**src/rtl/alu_pipe.sv**
```systemverilog
// Two-stage pipelined ALU with valid/ready on both sides, status flags,
// an illegal-opcode error bit and an opaque tag carried with each operation.
module alu_pipe #(
    parameter int WIDTH = 8,
    parameter int TAG_W = 4
) (
    input  logic             clk,
    input  logic             reset_n,
    input  logic             in_valid_i,
    output logic             in_ready_o,
    input  logic [WIDTH-1:0] a_i,
    input  logic [WIDTH-1:0] b_i,
    input  logic [3:0]       op_i,
    input  logic [TAG_W-1:0] tag_i,
    output logic             out_valid_o,
    input  logic             out_ready_i,
    output logic [WIDTH-1:0] alu_o,
    output logic [TAG_W-1:0] tag_o,
    output logic             zero_o,
    output logic             neg_o,
    output logic             carry_o,
    output logic             ovf_o,
    output logic             err_o
);

    localparam int SHW = $clog2(WIDTH);
    localparam int MSB = WIDTH - 1;

    typedef enum logic [3:0] {
        OP_ADD  = 4'd0,
        OP_SUB  = 4'd1,
        OP_SLL  = 4'd2,
        OP_SRL  = 4'd3,
        OP_AND  = 4'd4,
        OP_OR   = 4'd5,
        OP_XOR  = 4'd6,
        OP_EQL  = 4'd7,
        OP_SRA  = 4'd8,
        OP_SLT  = 4'd9,
        OP_SLTU = 4'd10,
        OP_ROL  = 4'd11,
        OP_ROR  = 4'd12
    } op_e;

    logic             r_s1_v;
    logic [WIDTH-1:0] r_s1_a;
    logic [WIDTH-1:0] r_s1_b;
    logic [3:0]       r_s1_op;
    logic [TAG_W-1:0] r_s1_tag;

    logic             r_s2_v;
    logic [WIDTH-1:0] r_alu;
    logic [TAG_W-1:0] r_tag;
    logic             r_zero;
    logic             r_neg;
    logic             r_carry;
    logic             r_ovf;
    logic             r_err;

    logic             w_s2_adv;
    logic             w_s1_adv;
    logic [WIDTH:0]   w_sum;
    logic [WIDTH:0]   w_diff;
    logic [SHW-1:0]   w_sh;
    logic [2*WIDTH-1:0] w_rol2;
    logic [2*WIDTH-1:0] w_ror2;
    logic [WIDTH-1:0] w_res;
    logic             w_carry;
    logic             w_ovf;
    logic             w_err;

    // Ready depends only on stage occupancy and downstream ready, never on in_valid_i.
    assign w_s2_adv   = !r_s2_v || out_ready_i;
    assign w_s1_adv   = !r_s1_v || w_s2_adv;
    assign in_ready_o = w_s1_adv;

    assign w_sum  = {1'b0, r_s1_a} + {1'b0, r_s1_b};
    assign w_diff = {1'b0, r_s1_a} - {1'b0, r_s1_b};
    assign w_sh   = r_s1_b[SHW-1:0];
    // Rotates come from a doubled operand so a zero amount naturally returns a.
    assign w_rol2 = {r_s1_a, r_s1_a} << w_sh;
    assign w_ror2 = {r_s1_a, r_s1_a} >> w_sh;

    always_comb begin
        w_res   = '0;
        w_carry = 1'b0;
        w_ovf   = 1'b0;
        w_err   = 1'b0;
        case (r_s1_op)
            OP_ADD: begin
                w_res   = w_sum[WIDTH-1:0];
                w_carry = w_sum[WIDTH];
                w_ovf   = (r_s1_a[MSB] == r_s1_b[MSB]) && (w_sum[MSB] != r_s1_a[MSB]);
            end
            OP_SUB: begin
                w_res   = w_diff[WIDTH-1:0];
                w_carry = w_diff[WIDTH];
                w_ovf   = (r_s1_a[MSB] != r_s1_b[MSB]) && (w_diff[MSB] != r_s1_a[MSB]);
            end
            OP_SLL:  w_res = r_s1_a << w_sh;
            OP_SRL:  w_res = r_s1_a >> w_sh;
            OP_AND:  w_res = r_s1_a & r_s1_b;
            OP_OR:   w_res = r_s1_a | r_s1_b;
            OP_XOR:  w_res = r_s1_a ^ r_s1_b;
            OP_EQL:  w_res = {{(WIDTH-1){1'b0}}, (r_s1_a == r_s1_b)};
            OP_SRA:  w_res = $signed(r_s1_a) >>> w_sh;
            OP_SLT:  w_res = {{(WIDTH-1){1'b0}}, ($signed(r_s1_a) < $signed(r_s1_b))};
            OP_SLTU: w_res = {{(WIDTH-1){1'b0}}, (r_s1_a < r_s1_b)};
            OP_ROL:  w_res = w_rol2[2*WIDTH-1:WIDTH];
            OP_ROR:  w_res = w_ror2[WIDTH-1:0];
            default: w_err = 1'b1;
        endcase
    end

    always_ff @(posedge clk or negedge reset_n) begin
        if (!reset_n) begin
            r_s1_v   <= 1'b0;
            r_s1_a   <= '0;
            r_s1_b   <= '0;
            r_s1_op  <= '0;
            r_s1_tag <= '0;
        end else if (w_s1_adv) begin
            r_s1_v <= in_valid_i;
            if (in_valid_i) begin
                r_s1_a   <= a_i;
                r_s1_b   <= b_i;
                r_s1_op  <= op_i;
                r_s1_tag <= tag_i;
            end
        end
    end

    always_ff @(posedge clk or negedge reset_n) begin
        if (!reset_n) begin
            r_s2_v  <= 1'b0;
            r_alu   <= '0;
            r_tag   <= '0;
            r_zero  <= 1'b0;
            r_neg   <= 1'b0;
            r_carry <= 1'b0;
            r_ovf   <= 1'b0;
            r_err   <= 1'b0;
        end else if (w_s2_adv) begin
            r_s2_v <= r_s1_v;
            if (r_s1_v) begin
                r_alu   <= w_res;
                r_tag   <= r_s1_tag;
                r_zero  <= (w_res == '0);
                r_neg   <= w_res[MSB];
                r_carry <= w_carry;
                r_ovf   <= w_ovf;
                r_err   <= w_err;
            end
        end
    end

    assign out_valid_o = r_s2_v;
    assign alu_o       = r_alu;
    assign tag_o       = r_tag;
    assign zero_o      = r_zero;
    assign neg_o       = r_neg;
    assign carry_o     = r_carry;
    assign ovf_o       = r_ovf;
    assign err_o       = r_err;

endmodule

```
**config.mk**
```make
export PLATFORM = sky130hd
export DESIGN_NAME = alu_pipe
export DESIGN_NICKNAME = d
export VERILOG_FILES = /design/src/rtl/alu_pipe.sv
export SDC_FILE = /design/constraint.sdc
export NUM_CORES = 1
export LEC_CHECK = 0
export CORE_ASPECT_RATIO = 0.9
export CORE_MARGIN = 1
export CORE_UTILIZATION = 40
export DETAILED_ROUTE_END_ITERATION = 10
export PLACE_DENSITY = 0.68
export RECOVER_POWER = 25
export SETUP_SLACK_MARGIN = 0.5
export SLEW_MARGIN = 20
export SYNTH_ARGS = -nofsm -noshare
export SYNTH_HDL_FRONTEND = slang
export SYNTH_SLANG_ARGS = --single-unit
```
**constraint.sdc**
```tcl
create_clock -name clk -period 4.1 [get_ports clk]
set_input_delay 0.82 -clock clk [delete_from_list [all_inputs] [get_ports clk]]
set_output_delay 0.82 -clock clk [all_outputs]
set_load 0.02 [all_outputs]
```
== Word level (Yosys, flattened, before mapping) ==
Index checks and enable logic that the tools add are counted.
Widths: inputs -> output; s select.

* Bits of input ports: 28
* Register bits after elaboration: 43
* Logic and storage cells: 57

* Shift-type cells: 5
* Order comparisons: 2
* Equal/unequal tests: 17
* Reductions and logical operators: 11
* Bitwise operators: 3
* Add/sub/neg operators: 2
* Multiplexer cells: 4

{| class="wikitable"
|+ Operator list
! operator !! count
|-
| $pmux 8 s13 || 1
|-
| $eq 4x4->1 const B || 5
|-
| $eq 4x3->1 const B || 4
|-
| $lt 8x8->1 || 2
|-
| $shl 16x3->16 || 1
|-
| $shr 16x3->8 || 1
|-
| $reduce_or 13->1 || 1
|-
| $add 8x8->9 || 1
|-
| $sub 8x8->9 || 1
|-
| $and 8x8->8 || 1
|-
| $eq 4x2->1 const B || 2
|-
| $eq 8x8->1 || 1
|-
| $logic_not 8->1 || 1
|-
| $or 8x8->8 || 1
|-
| $shl 8x3->8 || 1
|-
| $shr 8x3->8 || 1
|-
| $sshr 8x3->8 || 1
|-
| $xor 8x8->8 || 1
|-
| $eq 4x1->1 const B || 1
|-
| $logic_not 4->1 || 1
|-
| $pmux 1 s2 || 2
|-
| $reduce_and 2->1 || 2
|-
| $ne 1x1->1 || 3
|-
| $logic_and 1x1->1 || 2
|-
| 4 further kinds || 6
|}

== Logic depth before layout (Yosys ltp) ==
Gate-level depths: netlist of the first run.

* Word-level depth: 4
* Depth in mapped cells: 12
* Depth with buffers taken out: 11

== Least setup slack after synthesis of the first run ==
OpenSTA, ideal clock, no wires.

* Path type: register -> register
* From: reg r_s1_b[1]
* To: reg r_zero, in the netlist zero_o
* Required time: 3.997 ns
* Buffers on the path: 1
* Setup slack: 1.400 ns
* Arrival time: 2.597 ns
* Cell stages (with the launch flop): 11
* Setup time: 0.103 ns
* Cell sequence: dfrtp_1 > buf_6 > clkinv_1 > fa_1 > nor3b_1 > nor3_1 > a2bb2oi_1 > mux2i_1 > nor4_1 > nand3_1 > o41ai_2

* Cells in the longest elaborated chain, start to end: 3

{| class="wikitable"
|+ RTL lines
! item !! line !! source
|-
| start, declared || 47 || <nowiki>logic [WIDTH-1:0] r_s1_b;</nowiki>
|-
| start signal, assigned || 126 || <nowiki>r_s1_b <= b_i;</nowiki>
|-
| $sub 8x8->9, or another cell as far along || 78 || <nowiki>assign w_diff = {1'b0, r_s1_a} - {1'b0, r_s1_b};</nowiki>
|-
| $pmux 8 s13 * || 89 || <nowiki>case (r_s1_op)</nowiki>
|-
| $logic_not 8->1 * || 148 || <nowiki>r_zero <= (w_res == '0);</nowiki>
|-
| end signal, assigned || 148 ||
|-
| end, declared || 54 || <nowiki>logic r_zero;</nowiki>
|}

Every way passes the cells marked *; elsewhere a longest branch is shown, timed or not.
A chain may end at the register's enable or synchronous reset.

== Final worst setup path of the first run ==
* From: reg r_s1_a[6]
* To: reg r_zero, in the netlist zero_o

* Cells in the longest elaborated chain, start to end: 3

{| class="wikitable"
|+ RTL lines
! item !! line !! source
|-
| start, declared || 46 || <nowiki>logic [WIDTH-1:0] r_s1_a;</nowiki>
|-
| start signal, assigned || 125 || <nowiki>r_s1_a <= a_i;</nowiki>
|-
| $sub 8x8->9, or another cell as far along || 78 ||
|-
| $pmux 8 s13 * || 89 ||
|-
| $logic_not 8->1 * || 148 ||
|}

Marks and branches as above.

==> summary.md, run 1 <==
| Metric | Value |
|---|---|
| Routed vias | 3686 |
| Leak Pwr | 1.92 nW |
| Total power | 2.00 mW |
| Main synth FF type | dfrtp_1 |
| Async S/R FF share, synth | 100% |
| Largest family of logic cells by synthesized area | compound AO/OA/AOI/OAI gates |
| Largest net degree at the start of global routing | 43 |
| Leading cell type by number of instances after synthesis | dfrtp_1 |
| Worst-path clk slew | 0.11 ns |
| Iter 0 DRT Violations | 320 |
| Post-cts sizing count | 0 |
| Synth warnings | 0 |
| Peak VDD IR | 205 uV |
| Routed WL | 11.7 mm |
| First-pass GRT wire length | 19.4 mm |
| Port-buffer cells | 46 |
| Worst-Margin Slew | 1.24 ns |
| Rows | 34 |
| Slew HR | 17.5% |
| Clk sink count | 42 |
| Die ar. | 0.0105 mm^2 |
| Status | completed |
| Layout cells sized above 1 | 14.0% |
| Syn avg cell area | 9.09 um^2 |
| Compound-cell area share of the yosys netlist | 21.2% |
| CTS Hold Buffers Added | 0 |
| MaxCap Viol Count | 0 |
| DP Wirelength | 8.55 mm |
| Clock skew | 0.0147 ns |
| Number of synthesized flops with an enable pin | 0 |
| Post-route cell area | 0.00457 mm^2 |
| Die span in x | 108 um |
| Initial core utilization | 41.3% |
| DR pass1 iterations | 5 |
| CTS Buf Count | 5 |
| Final TNS setup | 0 ns |
| DR vias/cell | 6.18 |
| CTS tree | yes |
| Mux cell area share after synthesis | 19.2% |
| Worst Setup End Kind | flop |
| CP arrival | 3.58 ns |
| P&R area growth vs syn | 13.4% |
| Boundary Pins | 47 |
| Synth area leader | dfrtp_1 |
| Fin cells | 596 |
| Critical path data required time | 4.33 ns |
| #FFs+latches synth | 42 |
| CORE AREA | 0.00974 mm^2 |
| Number of diodes | 0 |
| Utilization after layout | 46.9% |
| Crit-path max FO | 10 |
| Post-layout minimum cycle time | 3.35 ns |
| Routed WL per cell | 19.7 um |
| Cells after DPL | 587 |
| Clk Latency, worst-skew pair | 0.32 ns |
| Root buf cell | clkbuf_8 |
| Initial antenna violation count | 0 |
| Synth Area in Adders | 9.07% |
| Vias in the first global route | 3688 |
| H-tree depth | 2 |
| Syn nets | 499 |
| Post-synth cell types | 76 |
| Antenna Violating Nets Remaining | 0 |
| Die Span Y | 97.2 um |
| Period utilization | 81.8% |
| RSZ-0062 raised after global routing | false |
| P per Cell Area | 438 mW/mm^2 |
| Final Hold Vio Count | 0 |
| Bufs on Longest Clock Path | 2 |
| Synth Area in XOR/XNOR | 0.218% |
| Post-synth top area share | 26.1% |
| Register area share after synthesis | 26.1% |
| Count of final setup violators | 0 |
| CP Class | reg2reg |
| Final-report max-slew violation count | 0 |
| Synth top area cells | dfrtp_1 26%, mux2_2 10%, ha_1 8.1% |
| Mapped Area | 0.00403 mm^2 |
| Routability Congestion | 0.938 |
| DRC Markers | 0 |
| Commonest cells post-synth | 42 x dfrtp_1, 37 x mux2_2, 35 x nand2_1 |
| Max Fclk | 298 MHz |
| Fin nets | 525 |
| Simple-gate share of the synthesized area | 16.3% |
| Mapped Cells | 443 |
| Post-CTS setup repair buffer count | 0 |
| Dpl cell area | 0.00447 mm^2 |
| Startpoint Class | flop |
| Gr ovfl total | 0 |
| Hold crit path type | reg2reg |
| Gr usage total | 23.6% |
layer usage:
metal / track usage [%] / up-vias / part of all wire (%)
li1: - / 1692 / -
met1: 32.5 / 1760 / 43
met2: 36.4 / 193 / 46
met3: 3.89 / 41 / 7.2
met4: 9.91 / 0 / 3.9
met5: 0 / - / 0
area by class of cell:
| class | count | area [um^2] |
|---|---|---|
| repair buffers | 54 | 510 |
| inverters | 25 | 93.8 |
| multi-input cells | 341 | 2660 |
| clock inverters | 3 | 27.5 |
| flip-flops and latches | 42 | 1050 |
| fillers | 916 | 5180 |
| well taps | 126 | 158 |
| clock buffers | 5 | 68.8 |
worst max-delay path, stage by stage, from the launching register on:
cell and delay, ns:
dfrtp_1 0.65, inv_1 0.26, ha_1 0.43, or4_4 0.53
o21bai_2 0.16, nor3_1 0.10, a2111oi_0 0.56, o31ai_1 0.22
o41ai_2 0.34
power by group:
part	switching [mW]	internal, mW	leakage, nW
Combinational	0.608	0.472	1.37
Sequential	0.112	0.498	0.499
Clock	0.181	0.127	0.0467
layout by cell type (no fill, tap or decap), types with 3 or more instances in the layout:
cell type and instances:
or3_1 3, nor3_1 12, o21bai_1 3, o31ai_1 5
a21oi_1 27, a31oi_1 5, a21o_1 4, ha_1 26
nand2b_1 7, mux4_2 4, o22a_1 3, a2bb2oi_1 3
a211oi_1 4, o211ai_1 3, clkbuf_8 5, nand3b_1 4
inv_1 22, clkdlybuf4s50_1 45, nor2b_1 8, mux2_2 37
nor2_1 20, nand3_1 10, dfrtp_1 42, nand2_1 35
nor4_1 5, mux2i_1 24, o22ai_1 4, a21boi_0 3
o21ai_0 24, buf_4 7
logic make-up (layout without fill, tap and decap cells):
family / Yosys count / in the layout
XOR/XNOR: 1 / 1
adder cells (fa/ha/maj): 28 / 28
AND/OR/NAND/NOR: 124 / 124
buffers and inverters: 60 / 87
multiplexers: 66 / 66
flip-flops: 42 / 42
AO/OA/AOI/OAI: 122 / 122
through the flow:
| step | setup WS (ns) | hold slack [ns] |
|---|---|---|
| 3_5_place_dp | 0.959 | 0.480 |
| 4_1_cts | 0.942 | 0.504 |
| 5_1_grt | 0.619 | 0.533 |
| 3_3_place_gp | 0.993 | 0.467 |
| 6_report | 0.745 | 0.494 |
| 2_1_floorplan | 1.40 | 0.475 |
worst paths after layout:
kind,startpoint,end,slack (ns),depth (start not counted)
worst max-delay path,r_s1_a[6],zero_o,0.75,8
worst min-delay path,carry_o,carry_o,0.49,2
worst max register to register,r_s1_a[6],zero_o,0.75,8
worst min register to register,carry_o,carry_o,0.49,2
max in group asynchronous,reset_n,r_s1_a[7],1.68,2
min in group asynchronous,reset_n,out_valid_o,0.71,1
sequential cells by signal (all words and copies together), names as in the netlist:
signal / cells
zero_o: 1
err_o: 1
r_s1_v: 1
ovf_o: 1
r_s1_tag: 4
out_valid_o: 1
carry_o: 1
r_s1_a: 8
tag_o: 4
r_s1_b: 8
alu_o: 8
r_s1_op: 4
Note: power is estimated with default switching activity, not from simulation.
==> run 2: changes to the inputs <==
Settings changed: PLACE_DENSITY 0.68 to 0.71.
Clock period 4.1 ns to 2.7 ns, I/O delays scaled along.
==> summary.md, run 2 (synthesis results as in run 1) <==
| Metric | Value |
|---|---|
| Crit-path max FO | 10 (unchanged) |
| Layout cells sized above 1 | 33.0% (+19 points) |
| Die Span Y | 97.2 um (unchanged) |
| Routability Congestion | 0.927 (-1.1%) |
| Total power | 3.56 mW (+78%) |
| H-tree depth | 2 (unchanged) |
| Root buf cell | clkbuf_8 |
| Initial antenna violation count | 0 (unchanged) |
| CP Class | reg2reg |
| Gr ovfl total | 0 (unchanged) |
| CTS Hold Buffers Added | 0 (unchanged) |
| DP Wirelength | 9.49 mm (+11%) |
| Leak Pwr | 2.21 nW (+15%) |
| Met1 usage | 34.2% (+1.8 points) |
| FILL cells | 861 (-6.0%) |
| DRC Markers | 0 (unchanged) |
| Number of diodes | 0 (unchanged) |
| Count of final setup violators | 0 (unchanged) |
| Utilization after layout | 54.5% (+7.6 points) |
| Post-route setup slack | 0.0961 ns (-0.649 ns) |
| Cells after DPL | 621 (+5.8%) |
| Port-buffer cells | 46 (unchanged) |
| Worst-Margin Slew | 0.944 ns (-0.293 ns) |
| Initial core utilization | 41.3% (unchanged) |
| Most common cell after layout, fill and taps aside | buf_4 |
| Clk sink count | 42 (unchanged) |
| Most frequent cells in the layout | 58 x buf_4, 43 x clkdlybuf4s50_1, 37 x mux2_2 |
| Antenna Violating Nets Remaining | 0 (unchanged) |
| Worst Setup End Kind | flop |
| Routed vias | 3860 (+4.7%) |
| Status | completed |
| RSZ-0062 raised after global routing | true |
| Gr busiest metal | met2 |
| Iter 0 DRT Violations | 270 (-16%) |
| First-pass GRT wire length | 20.2 mm (+4.2%) |
| Routed WL | 12.7 mm (+8.3%) |
| Critical path data required time | 2.91 ns (-1.42 ns) |
| Slew HR | 37.0% (+20 points) |
| Post-route cell area | 0.00531 mm^2 (+16%) |
| Vias in the first global route | 3716 (+0.76%) |
| Clock skew | 0.00646 ns (-0.00821 ns) |
| Period utilization | 96.4% (+15 points) |
| DR pass1 iterations | 4 (-1) |
| Rows | 34 (unchanged) |
| Fin nets | 576 (+9.7%) |
| Hold Slack | 0.377 ns (-0.117 ns) |
| Die ar. | 0.0105 mm^2 (unchanged) |
| CP arrival | 2.81 ns (-0.77 ns) |
| Dpl cell area | 0.00480 mm^2 (+7.4%) |
| Die span in x | 108 um (unchanged) |
| Final-report max-slew violation count | 0 (unchanged) |
| Max Fclk | 384 MHz (+29%) |
| Boundary Pins | 47 (unchanged) |
| Gr usage total | 24.9% (+1.3 points) |
| Startpoint Class | flop |
| CORE AREA | 0.00974 mm^2 (unchanged) |
| Peak VDD IR | 294 uV (+43%) |
| P per Cell Area | 672 mW/mm^2 (+53%) |
| Largest net degree at the start of global routing | 43 (unchanged) |
| Final TNS setup | 0 ns (unchanged) |
| DR vias/cell | 5.97 (-3.5%) |
| CTS Buf Count | 5 (unchanged) |
| CTS tree | yes |
| Hold crit path type | in2async |
| M2 GR Usage | 40.6% (+4.1 points) |
| MaxCap Viol Count | 0 (unchanged) |
| Routed WL per cell | 19.7 um (-0.20%) |
| Clk Latency, worst-skew pair | 0.30 ns (-0.02 ns) |
| Met3 GRT Util | 3.42% (-0.47 points) |
| DP Worst Slack | -0.0479 ns (-1.01 ns) |
| Bufs on Longest Clock Path | 2 (unchanged) |
| Worst-path clk slew | 0.09 ns (-0.02 ns) |
| Final Hold Vio Count | 0 (unchanged) |
| Post-layout minimum cycle time | 2.60 ns (-0.751 ns) |
| P&R area growth vs syn | 31.8% |
| Fin cells | 647 (+8.6%) |
## run 2: changes by cell type in the layout (fill, tap and decap cells not counted), sizes merged
| cell | before | now |
|---|---|---|
| bufinv | 0 | 1 |
| dlygate4sd2 | 0 | 1 |
| clkdlybuf4s50 | 45 | 43 |
| buf | 7 | 60 |
| dlygate4sd3 | 0 | 1 |
| inv | 25 | 24 |
| clkbuf | 7 | 5 |
## run 2: worst max-delay path, stage by stage (launching register included)
cell and delay, ns:
dfrtp_1 0.42, buf_4 0.15, buf_4 0.17, ha_1 0.27
nand2_1 0.09, o21ai_0 0.08, a22o_1 0.27, or3_1 0.34
a21oi_2 0.27, nand4_1 0.16, o41ai_2 0.29
## run 2: per-layer routing
layer  part of all wire, %  vias up
met5                     0        -
met4                   1.9        0
met3                   6.0       26
met2                    49      156
met1                    43     1894
li1                      -     1784
## run 2: cell type report
cell class | instances | area (um^2) | area share, %
Timing Repair Buffer | 105 | 910 | 17.1
Tap cell | 126 | 158 | 2.97
Clock buffer | 5 | 68.8 | 1.30
Multi-Input combinational cell | 341 | 2950 | 55.6
Inverter | 25 | 106 | 2.00
Sequential cell | 42 | 1070 | 20.1
Clock inverter | 3 | 48.8 | 0.919
## run 2: worst paths after layout
| path | start | end | slack (ns) | cells after the start |
|---|---|---|---|---|
| worst min register to register | err_o | err_o | 0.49 | 2 |
| max in group asynchronous | reset_n | r_s1_op[1] | 1.64 | 1 |
| worst max register to register | r_s1_a[0] | zero_o | 0.1 | 10 |
| worst max-delay path | r_s1_a[0] | zero_o | 0.1 | 10 |
| min in group clk | err_o | err_o | 0.49 | 2 |
| worst min-delay path | reset_n | zero_o | 0.38 | 1 |
## run 2: what timing repair did
action,4_1_cts,5_1_grt
setup endpoints to repair,12,11
hold endpoints to repair,0,0
setup buffers,10,8
gates cloned,0,0
gates resized for setup,28,29
pin swaps,5,9
## run 2: where the power goes
part           switching [mW]  internal, mW  total, mW
Sequential              0.109         0.763      0.873
Clock                   0.250         0.282      0.532
Combinational            1.15          1.01       2.16
Total                    1.51          2.05       3.56
